[src/rtl/axis_tag_arb_mux.sv]
// Frame-level N:1 AXI-Stream round-robin merger; stamps m_axis_tid with the source port index.
// Define AXIS_TAG_ARB_MUX_FRAME_COUNT_EN to add the frame_count output.
module axis_tag_arb_mux #(
   parameter int S_COUNT     = 4,
   parameter int DATA_WIDTH  = 8,
   parameter bit KEEP_ENABLE = (DATA_WIDTH > 8),
   parameter int KEEP_WIDTH  = (DATA_WIDTH / 8),
   parameter int TAG_WIDTH   = $clog2(S_COUNT),
   parameter int DEST_WIDTH  = 8,
   parameter bit USER_ENABLE = 1,
   parameter int USER_WIDTH  = 1
) (
   input  logic                            clk,
   input  logic                            rst,
   input  logic [S_COUNT*DATA_WIDTH-1:0]   s_axis_tdata,
   input  logic [S_COUNT*KEEP_WIDTH-1:0]   s_axis_tkeep,
   input  logic [S_COUNT-1:0]              s_axis_tvalid,
   output logic [S_COUNT-1:0]              s_axis_tready,
   input  logic [S_COUNT-1:0]              s_axis_tlast,
   input  logic [S_COUNT*DEST_WIDTH-1:0]   s_axis_tdest,
   input  logic [S_COUNT*USER_WIDTH-1:0]   s_axis_tuser,
   output logic [DATA_WIDTH-1:0]           m_axis_tdata,
   output logic [KEEP_WIDTH-1:0]           m_axis_tkeep,
   output logic                            m_axis_tvalid,
   input  logic                            m_axis_tready,
   output logic                            m_axis_tlast,
   output logic [TAG_WIDTH-1:0]            m_axis_tid,
   output logic [DEST_WIDTH-1:0]           m_axis_tdest,
   output logic [USER_WIDTH-1:0]           m_axis_tuser
`ifdef AXIS_TAG_ARB_MUX_FRAME_COUNT_EN
   ,
   output logic [31:0]                     frame_count
`endif
);

   typedef enum logic {IDLE, ACTIVE} state_e;

   typedef struct packed {
      logic [DATA_WIDTH-1:0] data;
      logic [KEEP_WIDTH-1:0] keep;
      logic                  last;
      logic [TAG_WIDTH-1:0]  tid;
      logic [DEST_WIDTH-1:0] dest;
      logic [USER_WIDTH-1:0] user;
   } beat_t;

   state_e               state_q, state_d;
   logic [TAG_WIDTH-1:0] grant_q, grant_d;
   logic [TAG_WIDTH-1:0] rr_ptr_q, rr_ptr_d;
   beat_t                head_q, head_d;
   beat_t                skid_q, skid_d;
   logic                 head_vld_q, head_vld_d;
   logic                 skid_vld_q, skid_vld_d;

   beat_t                in_beat [S_COUNT];
   logic [TAG_WIDTH-1:0] winner;
   logic [TAG_WIDTH-1:0] cand;
   logic                 found;
   logic                 in_ready;
   logic                 push;
   logic                 pop;
   logic                 unused_inputs;

   // Each port's beat arrives pre-tagged with its own index, so the mux output is final.
   for (genvar i = 0; i < S_COUNT; i++) begin : g_in
      assign in_beat[i] = '{
         data: s_axis_tdata[i*DATA_WIDTH +: DATA_WIDTH],
         keep: KEEP_ENABLE ? s_axis_tkeep[i*KEEP_WIDTH +: KEEP_WIDTH] : {KEEP_WIDTH{1'b1}},
         last: s_axis_tlast[i],
         tid:  TAG_WIDTH'(i),
         dest: s_axis_tdest[i*DEST_WIDTH +: DEST_WIDTH],
         user: USER_ENABLE ? s_axis_tuser[i*USER_WIDTH +: USER_WIDTH] : {USER_WIDTH{1'b0}}
      };
   end

   // Disabled sideband fields leave these inputs otherwise unread.
   assign unused_inputs = ^{s_axis_tkeep, s_axis_tuser};

   // The skid entry is only ever occupied when the head is, so it alone marks "full".
   assign in_ready = (state_q == ACTIVE) && !skid_vld_q && !rst;
   assign push     = in_ready && s_axis_tvalid[grant_q];
   assign pop      = head_vld_q && m_axis_tready;

   always_comb begin
      s_axis_tready          = '0;
      s_axis_tready[grant_q] = in_ready;
   end

   // Round-robin search starting at rr_ptr and wrapping modulo S_COUNT.
   always_comb begin
      // NOTE: every signal gets a default before any branch, so no path infers a latch.
      winner = '0;
      cand   = '0;
      found  = 1'b0;
      for (int k = 0; k < S_COUNT; k++) begin
         cand = TAG_WIDTH'((int'(rr_ptr_q) + k) % S_COUNT);
         if (!found && s_axis_tvalid[cand]) begin
            found  = 1'b1;
            winner = cand;
         end
      end
   end

   always_comb begin
      state_d  = state_q;
      grant_d  = grant_q;
      rr_ptr_d = rr_ptr_q;
      case (state_q)
         IDLE: begin
            if (found) begin
               grant_d = winner;
               state_d = ACTIVE;
            end
         end
         ACTIVE: begin
            if (push && in_beat[grant_q].last) begin
               state_d  = IDLE;
               rr_ptr_d = (grant_q == TAG_WIDTH'(S_COUNT - 1)) ? '0 : grant_q + 1'b1;
            end
         end
         default: state_d = IDLE;
      endcase
   end

   // Two-entry output buffer: head drives m_axis_*, skid absorbs one beat of backpressure.
   always_comb begin
      head_d     = head_q;
      skid_d     = skid_q;
      head_vld_d = head_vld_q;
      skid_vld_d = skid_vld_q;
      if (skid_vld_q) begin
         if (pop) begin
            head_d     = skid_q;
            skid_vld_d = 1'b0;
         end
      end else if (head_vld_q) begin
         if (push && pop) begin
            head_d = in_beat[grant_q];
         end else if (push) begin
            skid_d     = in_beat[grant_q];
            skid_vld_d = 1'b1;
         end else if (pop) begin
            head_vld_d = 1'b0;
         end
      end else if (push) begin
         head_d     = in_beat[grant_q];
         head_vld_d = 1'b1;
      end
   end

   always_ff @(posedge clk) begin
      // NOTE: non-blocking assignments so every register samples pre-edge values.
      if (rst) begin
         state_q    <= IDLE;
         grant_q    <= '0;
         rr_ptr_q   <= '0;
         head_vld_q <= 1'b0;
         skid_vld_q <= 1'b0;
         // NOTE: payload registers are cleared too, so m_axis_* read 0 after reset, not stale data.
         head_q     <= '0;
         skid_q     <= '0;
      end else begin
         state_q    <= state_d;
         grant_q    <= grant_d;
         rr_ptr_q   <= rr_ptr_d;
         head_vld_q <= head_vld_d;
         skid_vld_q <= skid_vld_d;
         head_q     <= head_d;
         skid_q     <= skid_d;
      end
   end

   assign m_axis_tvalid = head_vld_q;
   assign m_axis_tdata  = head_q.data;
   assign m_axis_tkeep  = KEEP_ENABLE ? head_q.keep : {KEEP_WIDTH{1'b1}};
   assign m_axis_tlast  = head_q.last;
   assign m_axis_tid    = head_q.tid;
   assign m_axis_tdest  = head_q.dest;
   assign m_axis_tuser  = USER_ENABLE ? head_q.user : {USER_WIDTH{1'b0}};

`ifdef AXIS_TAG_ARB_MUX_FRAME_COUNT_EN
   logic [31:0] frame_count_q;

   always_ff @(posedge clk) begin
      if (rst) begin
         frame_count_q <= '0;
      end else if (pop && head_q.last) begin
         frame_count_q <= frame_count_q + 32'd1;
      end
   end

   assign frame_count = frame_count_q;
`endif

endmodule

[config.mk]
export PLATFORM = sky130hd
export DESIGN_NAME = axis_tag_arb_mux
export DESIGN_NICKNAME = d
export VERILOG_FILES = /design/src/rtl/axis_tag_arb_mux.sv
export SDC_FILE = /design/constraint.sdc
export NUM_CORES = 1
export LEC_CHECK = 0
export CAP_MARGIN = 20
export CORE_ASPECT_RATIO = 1.75
export CORE_UTILIZATION = 43
export DETAILED_ROUTE_END_ITERATION = 8
export GPL_TIMING_DRIVEN = 0
export PLACE_DENSITY = 0.79
export SLEW_MARGIN = 20
export SYNTH_ARGS = -nofsm -noshare
export SYNTH_HDL_FRONTEND = slang
export SYNTH_SLANG_ARGS = --single-unit
[constraint.sdc]
create_clock -name clk -period 4.15 [get_ports clk]
set_clock_uncertainty 0.1 [all_clocks]
set_input_delay 0.83 -clock clk [delete_from_list [all_inputs] [get_ports clk]]
set_output_delay 0.83 -clock clk [all_outputs]
set_load 0.05 [all_outputs]
==> results.sh <==
export IMPL_status="completed"
export IMPL_start_kind="input pin"
export IMPL_finalSetupTns_ns=0
export IMPL_grt_use_total_pct=23.98
export IMPL_gp_congestion=0.8632
export IMPL_worst_pin_slew_ns=0.7481
export IMPL_grt_max_degree=15
export IMPL_netlist_top_cells_area="dfxtp_1 34%, mux4_2 15%, mux2i_1 6.6%"
export IMPL_stdcell_area_um2=3996
export IMPL_fin_nets=474
export IMPL_max_freq_mhz=254.0
export IMPL_hold_violations=0
export IMPL_finalNonFillerCells=468
export IMPL_r2r_slack_ns=1.96
export IMPL_clkTransAtPathRegs_ns=0.08
export IMPL_antenna_found_initial=0
export IMPL_grt_pass1_vias=2717
export IMPL_cts_buffers=5
export IMPL_start_util_pct=44.45
export IMPL_rows=38
export IMPL_io_buffers=103
export IMPL_synth_nets=364
export IMPL_die_area_um2=6726
export IMPL_clock_latency_ns=0.30
export IMPL_p_leak_uw=0.001312
export IMPL_drt_iter0_drc=128
export IMPL_area_delta_synth_final_pct=45.45
export IMPL_post_synth_cell_area_avg_um2=9.919
export IMPL_placed_area_um2=3879
export IMPL_synth_cell_type_count=42
export IMPL_cts_tree="yes"
export IMPL_wirelength_um=7967
export IMPL_fin_crit_ns=3.937
export IMPL_drc=0
export IMPL_max_vdd_ir_drop_mv=0.1851
export IMPL_num_antenna_cells=0
export IMPL_synth_cells=277
export IMPL_yosysWarningCount=0
export IMPL_fin_util_pct=64.66
export IMPL_grt_ovfl_total=0
export IMPL_vias_per_cell=5.737
export IMPL_ctsResizeCount=0
export IMPL_worst_hold_slack_ns=0.3769
export IMPL_reg2reg_to="m_axis_tlast$_SDFFE_PP0P_"
export IMPL_fillers=514
export IMPL_post_synth_top_area_cell="dfxtp_1"
export IMPL_arrival_ns=3.01
export IMPL_ys_async_sr_fraction_pct=0
export IMPL_rsz0062_at_grt="false"
export IMPL_dieHeight_um=107.7
export IMPL_ys_seq_area_share_pct=34.24
export IMPL_synth_edf_count=0
export IMPL_maxSlewHeadroom_pct=50.13
export IMPL_crit_end="s_axis_tready[3]"
export IMPL_synth_commonest_cells="47 x dfxtp_1, 29 x o21ai_0, 28 x a21oi_1, 22 x nand3_1, 19 x nand2b_1"
export IMPL_startpoint="rst"
export IMPL_finalMaxSlewViolations=0
export IMPL_ys_ff_latch=47
export IMPL_r2r_cells=7
export IMPL_io_pins=109
export IMPL_core_area_um2=6181
export IMPL_crit_path_end_kind="primary output"
export IMPL_holdPathStages=2
export IMPL_synth_ff_type="dfxtp_1"
export IMPL_clock_sinks=47
export IMPL_htreeDepth=2
export IMPL_ant_nets=0
export IMPL_post_cts_buffers=0
export IMPL_dpl_cell_count=460
export IMPL_holdBufCountCts=0
export IMPL_synth_top_area_share_pct=34.24
export IMPL_cp_max_fo=6
export IMPL_holdCritStartpoint="skid_q[14]$_SDFFE_PP0P_"
export IMPL_drt_wirelength_per_cell_um=17.02
export IMPL_grt_first_pass_wirelength_um=12770
export IMPL_finalSetupViolCount=0
export IMPL_post_route_cells_drive_above_1_share_pct=13.14
export IMPL_seq_area_um2=940.9
export IMPL_synth_cell_area_um2=2748
export IMPL_first_pass_iters=5
export IMPL_p_per_area_nw_per_um2=275.3
export IMPL_worstPathRequired_ns=3.22
export IMPL_clock_path_buffers=2
export IMPL_r2r_start="grant_q[0]$_SDFFE_PP0P_"
export IMPL_via_count=2685
export IMPL_synth_most_common_cell="dfxtp_1"
export IMPL_dp_hpwl_um=6077
export IMPL_critPathKind="in -> out"
export IMPL_multi_input_area_um2=1635
export IMPL_min_delay_path_class="reg -> reg"
export IMPL_die_x_um=62.43
export IMPL_cap_violations=0
export IMPL_min_period_over_period_pct=94.88
export IMPL_clockRootBuffer="clkbuf_8"
## registers in the layout (all words and copies together) (netlist names)
name / flops
state_q: 1
m_axis_tuser: 1
m_axis_tdest: 8
m_axis_tlast: 1
m_axis_tdata: 8
skid_vld_q: 1
skid_q: 20
m_axis_tid: 2
grant_q: 2
m_axis_tvalid: 1
rr_ptr_q: 2
## cell families after synthesis
family / share of synthesized area (%)
AOI/OAI and AO/OA: 21.54
and+or+nand+nor: 13.75
DFF: 34.24
muxes: 22.27
buffers and inverters: 6.238
adders and majority gates: 1.822
other: 0.1365
## cell usage in the layout (no fill, tap or decap), types with 4 or more instances in the layout
cell type        synthesis  final
ha_1                     4      4
buf_2                    4      4
clkbuf_1                14     14
a21oi_1                 28     28
o22ai_1                  8      8
nor2_1                   4      4
nand3_1                 22     22
and2_1                   4      4
mux2i_1                 18     18
dfxtp_1                 47     47
inv_1                    9      9
o22ai_2                 10     10
mux4_2                  18     18
nand2b_1                19     19
nor2b_1                  4      4
clkdlybuf4s50_1          0    103
o21ai_0                 29     29
clkbuf_8                 0      6
## worst min-delay path by stage
stage / to / slack, ns
finish: skid_q[14]$_SDFFE_PP0P_ / 0.38
global placement: skid_q[4]$_SDFFE_PP0P_ / 0.36
global route: skid_q[7]$_SDFFE_PP0P_ / 0.40
floorplan: skid_q[11]$_SDFFE_PP0P_ / 0.35
detailed placement: skid_q[19]$_SDFFE_PP0P_ / 0.37
CTS: skid_q[19]$_SDFFE_PP0P_ / 0.38
## final cells by class
class,instances,area share [%]
well taps,80,2.505
flip-flops and latches,47,23.54
inverters,9,0.8453
clock buffers,6,2.066
repair buffers,103,25.80
multi-input cells,194,40.92
plain buffers,27,3.444
clock inverters,2,0.8766
## critical path, stage by stage
cell	delay (ns)
clkdlybuf4s50_1	0.55
nor3b_1	0.60
and2_1	0.22
clkdlybuf4s50_1	0.80
## metrics by stage
step                total power (uW)  setup WS [ns]
floorplan                      632.2          1.601
global placement               755.4         0.2861
detailed placement             760.4         0.2636
CTS                             1102         0.2547
global route                    1139         0.1152
finish                          1100         0.2126
## layer usage
layer / GRT usage [%] / routed length (um) / vias up
met3: 3.496 / 386 / 20
li1: - / - / 1250
met4: 11.13 / 240 / 0
met5: 0 / 0 / -
met2: 46.04 / 4508 / 138
met1: 25.00 / 2832 / 1277
## where the power goes
group	leakage, uW	internal, uW	switching (uW)
combinational	0.000870	144	134
clock	0.0000612	195	155
sequential	0.000380	463	8.92
Note: power is estimated with default switching activity, not from simulation.
